**src/rtl/tx_gearbox.sv**
```systemverilog
// tx_gearbox: transmit-side 64b/66b gearbox for a 10GBASE-R PCS.
// Accepts 66-bit blocks as {header, low half} then {high half} and repacks
// them into a continuous 32-bit line stream. A 66-entry sequence counter
// pauses the upstream for 2 cycles per frame to absorb header overhead.
// Optional feature macro: TX_GB_ERR_INJECT_EN (header corruption on request).
//
// Handshake: a word is consumed on a clock edge where o_ready & i_valid are
// both high. o_ready depends only on the sequence register. When o_ready is
// low the gearbox advances on its own to drain its buffer, and any input is
// ignored. o_data_valid marks each cycle that carries a freshly emitted word.
module tx_gearbox #(
  parameter int DATA_WIDTH = 32,
  parameter int HDR_WIDTH  = 2
) (
  input  logic                  i_clk,
  input  logic                  i_reset_n,
  input  logic [DATA_WIDTH-1:0] i_data,
  input  logic [HDR_WIDTH-1:0]  i_hdr,
  input  logic                  i_hdr_valid,
  input  logic                  i_valid,
  input  logic                  i_err_inject,
  output logic                  o_ready,
  output logic [DATA_WIDTH-1:0] o_data,
  output logic                  o_data_valid,
  output logic                  o_phase_err
);

  localparam int BUF_W = 96;
  localparam int BLK_W = DATA_WIDTH + HDR_WIDTH;
  localparam logic [6:0] SEQ_LAST = 7'd65;

  logic [6:0]            seq_q;
  logic [BUF_W-1:0]      buf_q, buf_d;
  logic [6:0]            occ_q, occ_d;
  logic [DATA_WIDTH-1:0] data_q, data_d;
  logic                  dv_q;
  logic                  perr_q;

  logic                  hdr_phase;
  logic                  accept;
  logic                  advance;
  logic [HDR_WIDTH-1:0]  hdr_eff;
  logic [BLK_W-1:0]      new_bits;
  logic [6:0]            new_len;
  logic [BUF_W-1:0]      merged;

  // Seq 64 and 65 are the drain slots; ready is decoded from the register only.
  assign o_ready   = (seq_q < 7'd64);
  assign hdr_phase = ~seq_q[0];
  assign accept    = o_ready & i_valid;
  assign advance   = accept | ~o_ready;

`ifdef TX_GB_ERR_INJECT_EN
  assign hdr_eff = (i_err_inject && hdr_phase) ? '0 : i_hdr;
`else
  // The port stays for interface stability but has no effect in this build.
  logic unused_err_inject;
  assign unused_err_inject = i_err_inject;
  assign hdr_eff = i_hdr;
`endif

  // Merge incoming bits at the occupancy point, emit the low word, keep the rest.
  always_comb begin
    new_bits = '0;
    new_len  = 7'd0;
    if (accept) begin
      if (hdr_phase) begin
        new_bits = {i_data, hdr_eff};
        new_len  = 7'(BLK_W);
      end else begin
        new_bits = {{HDR_WIDTH{1'b0}}, i_data};
        new_len  = 7'(DATA_WIDTH);
      end
    end
    merged = buf_q | ({{(BUF_W-BLK_W){1'b0}}, new_bits} << occ_q);
    data_d = merged[DATA_WIDTH-1:0];
    buf_d  = merged >> DATA_WIDTH;
    occ_d  = occ_q + new_len - 7'(DATA_WIDTH);
  end

  // Sequence, buffer and registered outputs; stalls freeze everything but flags.
  always_ff @(posedge i_clk) begin
    if (!i_reset_n) begin
      seq_q  <= '0;
      buf_q  <= '0;
      occ_q  <= '0;
      data_q <= '0;
      dv_q   <= 1'b0;
      perr_q <= 1'b0;
    end else begin
      dv_q   <= advance;
      perr_q <= accept & (i_hdr_valid != hdr_phase);
      if (advance) begin
        seq_q  <= (seq_q == SEQ_LAST) ? 7'd0 : seq_q + 7'd1;
        buf_q  <= buf_d;
        occ_q  <= occ_d;
        data_q <= data_d;
      end
    end
  end

  assign o_data       = data_q;
  assign o_data_valid = dv_q;
  assign o_phase_err  = perr_q;

endmodule
```
**config.mk**
```make
export PLATFORM = sky130hd
export DESIGN_NAME = tx_gearbox
export DESIGN_NICKNAME = d
export VERILOG_FILES = /design/src/rtl/tx_gearbox.sv
export SDC_FILE = /design/constraint.sdc
export NUM_CORES = 1
export LEC_CHECK = 0
export ABC_AREA = 1
export CAP_MARGIN = 20
export CORE_MARGIN = 3
export CORE_UTILIZATION = 43
export DETAILED_ROUTE_END_ITERATION = 12
export PLACE_DENSITY = 0.68
export SLEW_MARGIN = 20
export SYNTH_ARGS = -nofsm -noshare
export SYNTH_HDL_FRONTEND = slang
export SYNTH_SLANG_ARGS = --single-unit
```
**constraint.sdc**
```tcl
create_clock -name i_clk -period 1.8 [get_ports i_clk]
set_input_delay 0.18 -clock i_clk [delete_from_list [all_inputs] [get_ports i_clk]]
set_output_delay 0.18 -clock i_clk [all_outputs]
set_load 0.01 [all_outputs]
```
==> reports/results.txt <==
FF-to-FF path depth: 12
DR iter-0 viols: 895
Area leader, netlist: dfxtp_1
Fill cells: 1731
Worst reg2reg setup slack: 0.001 ns
RSZ-0062 raised after global routing: true
Maximum fanout along the worst path: 11
TNS Setup: 0 ns
CP Data Arrival Time: 2.09 ns
Met3 WL post-DR: 1980 µm
Endpoints failing setup: 0
CP required: 2.09 ns
Seq/Total Area, Yosys: 27.7%
Worst-Skew Late Latency: 0.36 ns
Io pins: 74
First-pass GRT wire length: 44100 µm
Share of the synthesized area in the top cell type: 27.7%
Post-Syn Instances: 1245
Vias in the first global route: 8047
Die Wd: 143 µm
Layout area overhead: 31.2%
Initial antenna violation count: 0
Outcome: finished, final reports clean
Highest routed metal layer: met4
Netlist cell types: 35
Post-CTS Hold Fix Bufs: 0
Total Wirelength: 28600 µm
CTS buffer count: 9
H-Tree Depth: 3
Ranking of synthesized cells by area: dfxtp_1, nand3_1, nand2_1
Placed insts: 1556
CTS Buffer Depth: 2
Largest net degree at the start of global routing: 66
Reg2reg start: seq_q[6]
Cell Area, Synth: 0.00802 mm²
Ant. Diodes: 0
CP Class: reg -> reg
Die area: 0.0203 mm²
Die Ht: 143 µm
Fin nets: 1389
GRT overflow: 0
Leakage: 4.61 nW
Post-route antenna net violation count: 0
WHS Path Cells: 3
Initial Utilization: 44.2%
Clk_skew: 0.0144 ns
Remaining routing DRC violations: 0
Clock sink count: 111
Core box area: 0.0181 mm²
Worst Hold End: seq_q[4]
Worst-Margin Slew: 0.456 ns
Share of cells above drive strength 1: 27.4%
Final worst path period need: 1.80 ns
Rows: 49
RR Endpoint: buf_q[4]
Post-Syn Nets: 1290
Fin crit share: 99.9%
Mapped Avg Cell Area: 6.44 µm²
Crit start category: flop
Met2 WL: 13300 µm
Flops & latches, synth: 111
Power Dens Cells: 638 mW/mm²
Maximum vdd drop: 0.456 mV
Max Cap Viol: 0
Peak Freq: 556 MHz
Final hold vios: 0
Crit. End Element: flop
Via count: 8974
Slew headroom: 69.6%
Hpwl dp: 21000 µm
GPL Wtd Cong: 0.998
Root Buffer: clkbuf_16
YS warnings: 0
DRT met1 WL: 12400 µm
Drt via density: 5.69
First-pass iteration count of the detailed router: 5
Port Buf Inserts: 72
Layout Cells excl Fill: 1578
Slew Viols, Final: 0
Avg WL per Cell: 18.1 µm
CTS tree: built
Total GRT Usage: 27.5%
HP Class: in -> reg
Clock Pin Slew Worst Setup and Hold Paths: 0.08 ns
Worst hold start: i_reset_n
==> state kept, by name, indices dropped and copies added (netlist names) <==
register / count
buf_q: 64
o_data: 32
o_data_valid: 1
o_phase_err: 1
occ_q: 6
seq_q: 7
==> cells in the mapped netlist (all sizes together) <==
cell type / instances
a211oi: 2
a21o: 1
a21oi: 71
a311oi: 1
buf: 58
clkbuf: 37
clkinv: 3
dfxtp: 111
ha: 6
inv: 53
nand2: 329
nand3: 347
nand4: 30
nor2: 86
nor3: 15
nor3b: 1
o21ai: 86
o21bai: 1
o32ai: 1
or2: 3
xor2: 3
==> repair_timing <==
action / in CTS / in global routing
pin swaps: 0 / 6
resized for setup: 12 / 130
buffers inserted: 0 / 5
endpoints found under the setup margin: 25 / 92
cloned: 0 / 1
hold endpoints to repair: 0 / 0
==> metal layers <==
metal / global-route usage, % / vias up
met2: 44.3 / 341
met5: 0 / -
met3: 5.68 / 58
met4: 10.2 / 0
li1: - / 4416
met1: 36.3 / 4159
==> power breakdown <==
group          internal, mW  switching (mW)
Combinational         0.823            1.25
Clock                 0.966           0.990
Sequential             2.60          0.0765
Total                  4.39            2.32
==> per-stage QoR <==
step	power, mW	worst slack [ns]	instance area, µm²	utilization [%]	hold WS (ns)
final	6.71	0.00114	10500	58.0	0.300
after global routing	7.04	-0.131	10500	58.0	0.342
after CTS	6.61	-0.0176	9890	54.5	0.310
after detailed placement	4.63	-0.382	9570	52.7	0.439
after global placement	4.62	-0.411	9570	52.7	0.434
after floorplan	3.87	0.0142	8060	-	0.365
==> worst max-delay path: stages, from the launching register on <==
cell	delay (ns)
dfxtp_2	0.33
inv_2	0.07
nand2_4	0.09
inv_8	0.12
buf_6	0.15
buf_4	0.13
nand3_2	0.11
nand3_4	0.12
buf_4	0.12
nand3_2	0.10
nand3_1	0.11
nand3_1	0.11
a21oi_2	0.16
==> cell families (layout without fill, tap and decap cells) <==
logic type | count (synthesis) | after routing | synth area share [%]
compound gates | 163 | 163 | 10.8
fa+ha+maj | 6 | 6 | 0.936
buf+inv | 151 | 255 | 8.94
xor+xnor | 3 | 3 | 0.328
simple gates | 811 | 811 | 51.3
flops | 111 | 111 | 27.7
==> final cells by class <==
| cell class | count | area (µm²) | share of cell area (%) |
|---|---|---|---|
| clock buffers | 10 | 229 | 2.18 |
| flip-flops and latches | 111 | 2230 | 21.2 |
| clock inverters | 6 | 56.3 | 0.535 |
| multi-input cells | 983 | 5710 | 54.3 |
| repair buffers | 183 | 1790 | 17.0 |
| well taps | 229 | 287 | 2.72 |
| inverters | 56 | 218 | 2.07 |
==> how the worst max path moves through the flow <==
stage | from | to | slack [ns] | cells after the start
after floorplan | seq_q[0] | occ_q[6] | 0.01 | 12
after CTS | seq_q[0] | occ_q[6] | -0.02 | 11
after global placement | i_valid | buf_q[8] | -0.41 | 11
final | seq_q[6] | buf_q[4] | 0.001 | 12
after global routing | seq_q[6] | buf_q[12] | -0.13 | 11
after detailed placement | i_valid | buf_q[8] | -0.38 | 11
==> placed cells by master (no fill, tap or decap), drive strengths merged <==
master / synthesis / layout
xor2: 3 / 3
o21ai: 86 / 86
inv: 53 / 54
a311oi: 1 / 1
nand4: 30 / 30
nor2: 86 / 86
clkinv: 3 / 8
clkbuf: 37 / 11
nand2: 329 / 329
a21o: 1 / 1
nand3: 347 / 347
dfxtp: 111 / 111
buf: 58 / 111
nor3: 15 / 15
a21oi: 71 / 71
o32ai: 1 / 1
nor3b: 1 / 1
ha: 6 / 6
a211oi: 2 / 2
o21bai: 1 / 1
or2: 3 / 3
clkdlybuf4s50: 0 / 71
Note: power is estimated with default switching activity, not from simulation.
